**src/rtl/scoring_pkg.sv**
```systemverilog
// Widths, score type and streamer state encoding shared between the frame
// streamer and the frame scorer.
package scoring_pkg;

    localparam int unsigned HRES   = 320;
    localparam int unsigned VRES   = 180;
    localparam int unsigned HWIDTH = $clog2(HRES);
    localparam int unsigned VWIDTH = $clog2(VRES);
    localparam int unsigned DWIDTH = $clog2(HRES + VRES + 1);
    localparam int unsigned AWIDTH = $clog2(HRES * VRES);

    typedef logic [2:0] score_t;

    typedef enum logic [1:0] {
        StIdle,
        StScan,
        StDrain,
        StWaitScore
    } stream_state_t;

endpackage

```
**src/rtl/raster_counter.sv**
```systemverilog
// Column/row raster counter with wrap, synchronous clear and a last-pixel flag.
module raster_counter #(
    parameter int unsigned HRES = 320,
    parameter int unsigned VRES = 180,
    localparam int unsigned HWIDTH = $clog2(HRES),
    localparam int unsigned VWIDTH = $clog2(VRES)
) (
    input  logic              clk,
    input  logic              rst,
    input  logic              clear,
    input  logic              step,
    output logic [HWIDTH-1:0] h,
    output logic [VWIDTH-1:0] v,
    output logic              last
);

    localparam logic [HWIDTH-1:0] HMAX = HWIDTH'(HRES - 1);
    localparam logic [VWIDTH-1:0] VMAX = VWIDTH'(VRES - 1);

    always_ff @(posedge clk) begin
        if (rst || clear) begin
            h <= '0;
            v <= '0;
        end else if (step) begin
            if (h == HMAX) begin
                h <= '0;
                v <= (v == VMAX) ? '0 : v + 1'b1;
            end else begin
                h <= h + 1'b1;
            end
        end
    end

    assign last = (h == HMAX) && (v == VMAX);

endmodule

```
**src/rtl/score_frame_streamer.sv**
```systemverilog
// Raster-scans the skeleton/distance buffers into the frame scorer, then waits
// for the scorer's end-of-frame result and reports done or timeout.
module score_frame_streamer #(
    parameter int unsigned HRES           = scoring_pkg::HRES,
    parameter int unsigned VRES           = scoring_pkg::VRES,
    parameter int unsigned READ_LATENCY   = 2,
    parameter int unsigned TIMEOUT_CYCLES = 15,
    localparam int unsigned HWIDTH = $clog2(HRES),
    localparam int unsigned VWIDTH = $clog2(VRES),
    localparam int unsigned DWIDTH = $clog2(HRES + VRES + 1),
    localparam int unsigned AWIDTH = $clog2(HRES * VRES)
) (
    input  logic                clk_in,
    input  logic                rst_in,
    input  logic                start_in,
    output logic [AWIDTH-1:0]   addr_out,
    input  logic                skel_data_in,
    input  logic [DWIDTH-1:0]   dist_data_in,
    output logic [HWIDTH-1:0]   hcount_out,
    output logic [VWIDTH-1:0]   vcount_out,
    output logic                skeleton_bit_out,
    output logic [DWIDTH-1:0]   pixel_distance_out,
    output logic                valid_out,
    input  logic                score_valid_in,
    input  scoring_pkg::score_t score_in,
    output logic                busy_out,
    output scoring_pkg::score_t score_out,
    output logic                done_out,
    output logic                timeout_out
);

    import scoring_pkg::*;

    localparam int unsigned NPIX   = HRES * VRES;
    localparam int unsigned TWIDTH = $clog2(TIMEOUT_CYCLES + 1);
    localparam int unsigned CWIDTH = $clog2(READ_LATENCY + 1);
    localparam logic [AWIDTH-1:0] LAST_ADDR = AWIDTH'(NPIX - 1);

    stream_state_t     state_q, state_d;
    logic [AWIDTH-1:0] addr_q, addr_d;
    logic [CWIDTH-1:0] drain_q, drain_d;
    logic [TWIDTH-1:0] tcnt_q, tcnt_d;
    logic              pend_q, pend_d;
    score_t            pend_score_q, pend_score_d;
    score_t            score_q, score_d;
    logic              busy_q, busy_d;
    logic              done_q, done_d;
    logic              timeout_q, timeout_d;

    logic              raster_clear, raster_step, raster_last;
    logic [HWIDTH-1:0] scan_h;
    logic [VWIDTH-1:0] scan_v;

    logic [READ_LATENCY-1:0] vld_pipe;
    logic [HWIDTH-1:0]       h_pipe [READ_LATENCY];
    logic [VWIDTH-1:0]       v_pipe [READ_LATENCY];

    logic              valid_q, skel_q;
    logic [HWIDTH-1:0] hcount_q;
    logic [VWIDTH-1:0] vcount_q;
    logic [DWIDTH-1:0] dist_q;

    raster_counter #(
        .HRES (HRES),
        .VRES (VRES)
    ) u_raster (
        .clk   (clk_in),
        .rst   (rst_in),
        .clear (raster_clear),
        .step  (raster_step),
        .h     (scan_h),
        .v     (scan_v),
        .last  (raster_last)
    );

    always_comb begin
        state_d      = state_q;
        addr_d       = addr_q;
        drain_d      = drain_q;
        tcnt_d       = tcnt_q;
        pend_d       = pend_q;
        pend_score_d = pend_score_q;
        score_d      = score_q;
        done_d       = 1'b0;
        timeout_d    = 1'b0;
        raster_clear = 1'b0;
        raster_step  = 1'b0;
        unique case (state_q)
            StIdle: begin
                // busy_q still high on the done/timeout cycle blocks a restart there
                if (start_in && !busy_q) begin
                    state_d      = StScan;
                    addr_d       = '0;
                    raster_clear = 1'b1;
                    pend_d       = 1'b0;
                end
            end
            StScan: begin
                raster_step = 1'b1;
                if (addr_q != LAST_ADDR) addr_d = addr_q + 1'b1;
                if (raster_last) begin
                    state_d = StDrain;
                    drain_d = '0;
                end
            end
            StDrain: begin
                if (drain_q == CWIDTH'(READ_LATENCY)) begin
                    state_d = StWaitScore;
                    tcnt_d  = '0;
                end else begin
                    drain_d = drain_q + 1'b1;
                end
            end
            StWaitScore: begin
                if (pend_q || score_valid_in) begin
                    score_d = pend_q ? pend_score_q : score_in;
                    done_d  = 1'b1;
                    pend_d  = 1'b0;
                    state_d = StIdle;
                end else if (tcnt_q == TWIDTH'(TIMEOUT_CYCLES - 1)) begin
                    timeout_d = 1'b1;
                    state_d   = StIdle;
                end else begin
                    tcnt_d = tcnt_q + 1'b1;
                end
            end
            default: state_d = StIdle;
        endcase
        // An early result is held until the stream has fully drained.
        if ((state_q == StScan || state_q == StDrain) && score_valid_in) begin
            pend_d       = 1'b1;
            pend_score_d = score_in;
        end
        busy_d = (state_d != StIdle) || done_d || timeout_d;
    end

    always_ff @(posedge clk_in) begin
        if (rst_in) begin
            state_q      <= StIdle;
            addr_q       <= '0;
            drain_q      <= '0;
            tcnt_q       <= '0;
            pend_q       <= 1'b0;
            pend_score_q <= '0;
            score_q      <= '0;
            busy_q       <= 1'b0;
            done_q       <= 1'b0;
            timeout_q    <= 1'b0;
        end else begin
            state_q      <= state_d;
            addr_q       <= addr_d;
            drain_q      <= drain_d;
            tcnt_q       <= tcnt_d;
            pend_q       <= pend_d;
            pend_score_q <= pend_score_d;
            score_q      <= score_d;
            busy_q       <= busy_d;
            done_q       <= done_d;
            timeout_q    <= timeout_d;
        end
    end

    always_ff @(posedge clk_in) begin
        h_pipe[0] <= scan_h;
        v_pipe[0] <= scan_v;
        for (int i = 1; i < READ_LATENCY; i++) begin
            h_pipe[i] <= h_pipe[i-1];
            v_pipe[i] <= v_pipe[i-1];
        end
    end

    always_ff @(posedge clk_in) begin
        if (rst_in) begin
            vld_pipe <= '0;
            valid_q  <= 1'b0;
            hcount_q <= '0;
            vcount_q <= '0;
            skel_q   <= 1'b0;
            dist_q   <= '0;
        end else begin
            vld_pipe[0] <= (state_q == StScan);
            for (int i = 1; i < READ_LATENCY; i++) vld_pipe[i] <= vld_pipe[i-1];
            valid_q <= vld_pipe[READ_LATENCY-1];
            if (vld_pipe[READ_LATENCY-1]) begin
                hcount_q <= h_pipe[READ_LATENCY-1];
                vcount_q <= v_pipe[READ_LATENCY-1];
                skel_q   <= skel_data_in;
                dist_q   <= dist_data_in;
            end
        end
    end

    assign addr_out           = addr_q;
    assign hcount_out         = hcount_q;
    assign vcount_out         = vcount_q;
    assign skeleton_bit_out   = skel_q;
    assign pixel_distance_out = dist_q;
    assign valid_out          = valid_q;
    assign busy_out           = busy_q;
    assign score_out          = score_q;
    assign done_out           = done_q;
    assign timeout_out        = timeout_q;

endmodule

```
**config.mk**
```make
export PLATFORM = sky130hd
export DESIGN_NAME = score_frame_streamer
export DESIGN_NICKNAME = d
export VERILOG_FILES = /design/src/rtl/scoring_pkg.sv /design/src/rtl/raster_counter.sv /design/src/rtl/score_frame_streamer.sv
export SDC_FILE = /design/constraint.sdc
export NUM_CORES = 1
export LEC_CHECK = 0
export ABC_CLOCK_PERIOD_IN_PS = 1800
export BUFFER_PORTS_ARGS = -buffer_cell sky130_fd_sc_hd__buf_4
export CAP_MARGIN = 20
export CORE_AREA = 5 5 103 105
export DETAILED_ROUTE_END_ITERATION = 7
export DIE_AREA = 0 0 108 110
export GPL_TIMING_DRIVEN = 0
export PLACE_DENSITY_LB_ADDON = 0.05
export SETUP_SLACK_MARGIN = 0.4
export SLEW_MARGIN = 20
export SYNTH_ARGS = -nofsm -noshare
export SYNTH_HDL_FRONTEND = slang
export SYNTH_SLANG_ARGS = --single-unit
```
**constraint.sdc**
```tcl
create_clock -name clk_in -period 1.8 [get_ports clk_in]
set_input_delay 0 -clock clk_in [delete_from_list [all_inputs] [get_ports clk_in]]
set_output_delay 0 -clock clk_in [all_outputs]
set_load 0.01 [all_outputs]
```
Yosys cells after proc, flatten, opt, wreduce, memory -nomap -nowiden
Memories as Yosys holds them, arrays and structs flattened. A register that Yosys moved wholly into a read port is not among the register bits. Cells that the tools add are included.

Register bits: 64. RAM bits: 34. Input bits: 17. Output and inout bits: 50. Word-level logic and storage cells: 92. Memories: 2.

Memory list: h_pipe (words 2, width 9, rd ports 2, clocked after memory_dff 1, wr ports 2, RTL line score_frame_streamer.sv:55) `logic [HWIDTH-1:0] h_pipe [READ_LATENCY];`; v_pipe (words 2, width 8, rd ports 2, clocked after memory_dff 1, wr ports 2, RTL line score_frame_streamer.sv:56) `logic [VWIDTH-1:0] v_pipe [READ_LATENCY];`.

Add/sub/neg operators: 5. Eq/ne operators: 17. Muxes and demuxes: 31. Reductions and logical operators: 21.

Operators by type and width (count): 16-bit 2-to-1 mux (2); 16-bit case mux with 2 select lines (1); 16-bit by 1-bit adder with 16-bit output, second input constant (1); 16-bit inequality test, second input constant (1); 2-bit 2-to-1 mux (7); 2-bit inequality test, second input constant (7); 4-bit 2-to-1 mux (3); 1-bit 2-to-1 mux (11); 9-bit by 1-bit adder with 9-bit output, second input constant (1); 9-bit equality test, second input constant (1); 9-bit 2-to-1 mux (1); 3-bit AND reduction (3); 8-bit by 1-bit adder with 8-bit output, second input constant (1); 8-bit equality test, second input constant (1); 8-bit 2-to-1 mux (1); 2-bit case mux with 4 select lines (1); 4-bit case mux with 2 select lines (1); 2-bit nonzero test (4); 2-bit equality test, second input constant (3); 3-bit inequality test, second input constant (2); 1-bit logical OR (5); 4-bit by 1-bit adder with 4-bit output, second input constant (1); 4-bit equality test, second input constant (1); 2-bit case mux with 2 select lines (1); other kinds (10) (13).

Logic depth before layout (Yosys ltp)
Depth after elaboration: 7. Depth in mapped cells: 9. Gate-level depth less buffers: 7.

Cells and area by module
From an unflattened synthesis, not the netlist that was laid out.

Cells, all modules: 445. Area total of the unflattened synthesis: 4409.2 sq um.

Modules (own cells, without submodules): score_frame_streamer (instances 1, cells an instance 346, area an instance 3564.7 sq um, sequential area each 1961.9 sq um); raster_counter (instances 1, cells an instance 99, area an instance 844.6 sq um, sequential area each 340.3 sq um).

Worst setup path after synthesis
OpenSTA, ideal clock, no wires.

Path kind: reg-to-reg. Start point: reg state_q[1]. End point: reg u_raster.v[5]. Setup time: 0.118 ns. Arrival time: 1.868 ns. Required time: 1.682 ns. Path slack: -0.185 ns. Stages on the path, launching flop included: 10. Path buffers: 2. Period minus slack after synthesis: 1.985 ns. Path through: dfxtp_1 -> inv_1 -> ha_1 -> buf_2 -> nand3_1 -> or3_1 -> buf_2 -> or3_1 -> xor2_1 -> nor2_2.

Longest elaborated chain between the ends: 3. Elaborated cells between the ends (all ways): 6. Those cells by class: eq/ne (1); mux (2); reduce/logical (3).

RTL lines: from (decl) (RTL line score_frame_streamer.sv:39) `stream_state_t state_q, state_d;`; from (signal assigned) (RTL line score_frame_streamer.sv:139) `state_q <= StIdle;`; from (signal assigned) (RTL line score_frame_streamer.sv:150) `state_q <= state_d;`; 2-bit by 1-bit equality test with 1-bit output (RTL line score_frame_streamer.sv:88) `unique case (state_q)`; 1-bit 2-to-1 mux (RTL line score_frame_streamer.sv:88); net raster_step (RTL line score_frame_streamer.sv:50) `logic raster_clear, raster_step, raster_last;`; 2-bit AND reduction (no line); to (signal assigned) (RTL line raster_counter.sv:27) `v <= (v == VMAX) ? '0 : v + 1'b1;`; to (decl) (RTL line raster_counter.sv:13) `output logic [VWIDTH-1:0] v,`.

The timed path passes the listed nets, and every way through them passes these cells. A chain may end at the register's enable or synchronous reset.

Worst setup path in the final report
Start point: reg u_raster.h[7]. End point: reg u_raster.v[5].

Longest elaborated chain between the ends: 2.

RTL lines: from (decl) (RTL line raster_counter.sv:12) `output logic [HWIDTH-1:0] h,`; from (signal assigned) (RTL line raster_counter.sv:29) `h <= h + 1'b1;`; 9-bit equality test (RTL line raster_counter.sv:25) `if (h == HMAX) begin`; 2-bit AND reduction (no line).

No other way between the ends.

==> results.toml <==
[run_status]
outcome = "complete, but fails checks"
violations = "negative setup slack"

[clock_network]
ctsRootBufferMaster = "clkbuf_8"
clk_latency_ns = 0.51
cts_made_buffers = 17
numClockSinks = 115
clk_pin_slew_ns = 0.06
clock_path_buffers = 2
htreeDepth = 4
cts_tree = "done"

[floorplan]
core_area_sq_mm = 0.00955
ios = 67
floorplan.die_area_sq_mm = 0.0119
fp.dieH_um = 110
initial_utilization_pct = 43.7
num_rows = 36
die_w_um = 108

[critical_path]
cp.arrival_ns = 2.27
required_ns = 2.20
crit_chain = "or3b_4 > or3_4 > buf_6 > or3_4 > xor2_2 > nor2_2"
cp.buffers_inverters = 1
worstSetupStartpointType = "flip-flop"
cp_slowest_stage_delay_ns = 0.40
crit_fanout = 4
worstSetupPathType = "flip-flop to flip-flop"
reg2regPathDepth = 6
worstSetupEndpointType = "flip-flop"
crit_path_top_delay_cell = "or3b_4"
regToRegEndpoint = "u_raster.v[5]"
rrSetupSlack_ns = -0.07
r2r-start = "u_raster.h[7]"
critPathTopFamily = "simple AND/OR/NAND/NOR gates"
crit_top_cell = "or3_4"

[sta]
fin_crit_sh_pct = 104
skew_ns = 0.00576
worstMarginPinSlew_ns = 0.557
min_period_ns = 1.87
drv_slew = 0
hold_viol_final = 0
clock.fmax_mhz = 535
tns_ns = -0.261
worst_slack_ns = -0.0701
rsz0062_at_grt = "true"
holdWs_ns = 0.0884
relSlewSlack_pct = 62.9
setup_violations = 7

[drt]
drtAntennaViolNets = 0
routedWlPerCell_um = 14.4
drt_pass1_iterations = 4
wl_um = 10300
vias = 3507
drc = 0
drt_first_iter_violations = 125
vias_per_cell = 4.90

[logic_synthesis]
synth_warnings = 0
synth_xor_xnor_area_share_pct = 5.03
synth_adder_area_share_pct = 3.00
synth_compound_area_share_pct = 6.47
syn_area_per_cell_sq_um = 9.80
synth-seq-cells = 115
ys_seq_area_share_pct = 55.1
syn-instance-count = 426
synthSimpleGateAreaFrac_pct = 19.7
synth_top_family_by_area = "simple AND/OR/NAND/NOR gates"
synth_area_sq_mm = 0.00418
syn_nets = 453
synth.mux.area_fraction_pct = 7.91
ys_types = 44

[pwr]
ir_drop_mv = 0.587
power_leakage_nw = 2.52
power.density_mw_per_mm2 = 1210

[placement]
dp_hpwl_um = 5780
port_buffers = 65
dp.cells = 624
gp_congestion = 0.808

[global_routing]
overflow = 0
grtUsageTotal_pct = 17.6
antenna_found_initial = 0
grt_max_degree = 17
grt_pass1_vias = 3431
grt_pass1_wl_um = 16300

[final_layout]
final_layout_size_suffix_gt1_share_pct = 41.7
instances_no_fill = 716
nNetsFinal = 597
diodes = 0
syn_to_final_growth_pct = 60.5
final_core_util_pct = 70.2

[job]
drv_cap = 0

[hold_path]
hold_depth = 4
min_from = "rst_in"
min_to = "u_raster.v[5]"
hp-class = "primary input to flip-flop"
==> cell usage in the layout (no fill, tap or decap), types with 3 or more instances in the layout <==
| cell type | netlist | final |
|---|---|---|
| xor2_1 | 12 | 11 |
| ha_4 | 0 | 5 |
| clkinv_4 | 0 | 3 |
| bufinv_16 | 0 | 4 |
| a21oi_2 | 0 | 6 |
| o21ai_0 | 8 | 4 |
| clkbuf_8 | 0 | 3 |
| nor2_1 | 73 | 66 |
| clkbuf_16 | 0 | 16 |
| ha_2 | 0 | 3 |
| mux2i_1 | 33 | 32 |
| inv_1 | 12 | 8 |
| dfxtp_4 | 0 | 8 |
| nand4_1 | 7 | 7 |
| o21ai_2 | 0 | 3 |
| buf_6 | 0 | 12 |
| nand3b_1 | 3 | 3 |
| dlygate4sd3_1 | 0 | 16 |
| xnor2_1 | 12 | 12 |
| nor3_4 | 0 | 3 |
| nor4_4 | 0 | 8 |
| nor2_4 | 0 | 6 |
| nand3_4 | 0 | 3 |
| nand2b_1 | 4 | 4 |
| dfxtp_1 | 115 | 101 |
| clkbuf_1 | 12 | 6 |
| buf_8 | 0 | 7 |
| dfxtp_2 | 0 | 6 |
| nand3_1 | 17 | 12 |
| inv_6 | 0 | 5 |
| nor2b_1 | 5 | 4 |
| nand2_1 | 25 | 22 |
| a21oi_1 | 19 | 12 |
| or3_4 | 0 | 5 |
| buf_4 | 0 | 96 |
| a211oi_2 | 0 | 4 |
==> final cells by class <==
cell class / instances / area [sq um]
flip-flops and latches: 115 / 2340
repair buffers: 125 / 1050
inverters: 12 / 55.1
clock buffers: 17 / 414
fillers: 718 / 2850
multi-input cells: 282 / 2320
well taps: 133 / 166
plain buffers: 17 / 138
clock inverters: 15 / 219
==> sequential cells by signal, summed over array words and instances, names as in the netlist, 2 cells and up <==
name / count
h_pipe: 18
addr_out: 16
v_pipe: 16
hcount_out: 9
pixel_distance_out: 9
u_raster.h: 9
u_raster.v: 8
vcount_out: 8
tcnt_q: 4
pend_score_q: 3
score_out: 3
drain_q: 2
state_q: 2
vld_pipe: 2
==> Yosys cell counts, drive strengths merged <==
cell type	count	area [sq um]
dfxtp	115	2300
nor2	74	280
mux2i	33	330
nand2	25	93.8
a21oi	19	95.1
nand3	17	85.1
clkbuf	12	45.0
inv	12	45.0
xnor2	12	105
xor2	12	105
ha	10	125
nor4	9	62.6
o21ai	8	40.0
nand4	7	43.8
or3	7	43.8
nor3	6	30.0
a211oi	5	37.5
buf	5	22.5
nor2b	5	31.3
nand2b	4	25.0
a21o	3	22.5
nand3b	3	22.5
or2	3	18.8
a31oi	2	12.5
o21bai	2	15.0
a32o	1	10.0
a41oi	1	8.76
and2b	1	7.51
and3	1	6.26
and3b	1	8.76
and4	1	8.76
nand4bb	1	11.3
nor3b	1	7.51
nor4b	1	8.76
o211ai	1	7.51
o21a	1	7.51
o22ai	1	6.26
o31ai	1	7.51
or3b	1	11.3
or4	1	7.51
or4b	1	10.0
==> logic make-up (layout without fill, tap and decap cells) <==
family / after synthesis / in the layout
simple gates: 170 / 170
flops: 115 / 115
compound gates: 45 / 45
mux: 33 / 33
buf+inv: 29 / 186
xor+xnor: 24 / 24
fa+ha+maj: 10 / 10
==> worst max path at each step <==
stage | startpoint | end | slack [ns] | depth (start not counted)
finish | u_raster.h[7] | u_raster.v[5] | -0.07 | 6
global route | u_raster.h[0] | u_raster.v[5] | -0.12 | 7
CTS | u_raster.h[7] | u_raster.v[5] | -0.08 | 6
detailed placement | state_q[1] | u_raster.v[5] | -0.15 | 9
global placement | state_q[1] | u_raster.v[6] | -0.15 | 9
floorplan | state_q[1] | u_raster.v[5] | -0.03 | 9
==> metal layers <==
| layer | GRT usage, % | up-vias | share of wire (%) |
|---|---|---|---|
| met5 | 0 | - | 0 |
| met4 | 7.75 | 0 | 2.0 |
| met3 | 5.07 | 17 | 3.6 |
| met2 | 28.3 | 66 | 49 |
| met1 | 22.1 | 1683 | 45 |
| li1 | - | 1741 | - |
==> worst min-delay path: stages <==
cell,delay (ns)
clkbuf_1,0.28
nor2_4,0.08
nand2_2,0.13
nor2_2,0.05
==> through the flow <==
stage | power, mW | setup WS (ns) | cell area (sq um)
after detailed placement | 3.90 | -0.153 | 5020
after global placement | 3.88 | -0.154 | 5020
final | 8.13 | -0.0701 | 6700
after CTS | 7.91 | -0.0771 | 6320
after global routing | 8.47 | -0.116 | 6700
after floorplan | 3.60 | -0.0333 | 4370
==> power breakdown <==
| part | total, mW | internal (mW) | switching [mW] |
|---|---|---|---|
| sequential | 2.79 | 2.68 | 0.109 |
| combinational | 1.80 | 0.919 | 0.877 |
| clock | 3.54 | 2.29 | 1.26 |
| total | 8.13 | 5.88 | 2.24 |
==> repair_timing <==
| action | in CTS | in global routing |
|---|---|---|
| endpoints found under the setup margin | 49 | 62 |
| cloned | 1 | 0 |
| hold buffers | 16 | 0 |
| resized for setup | 64 | 61 |
| buffers inserted | 29 | 14 |
| pin swaps | 28 | 35 |
| hold endpoints to repair | 20 | 0 |
(Power assumes the default switching activity.)
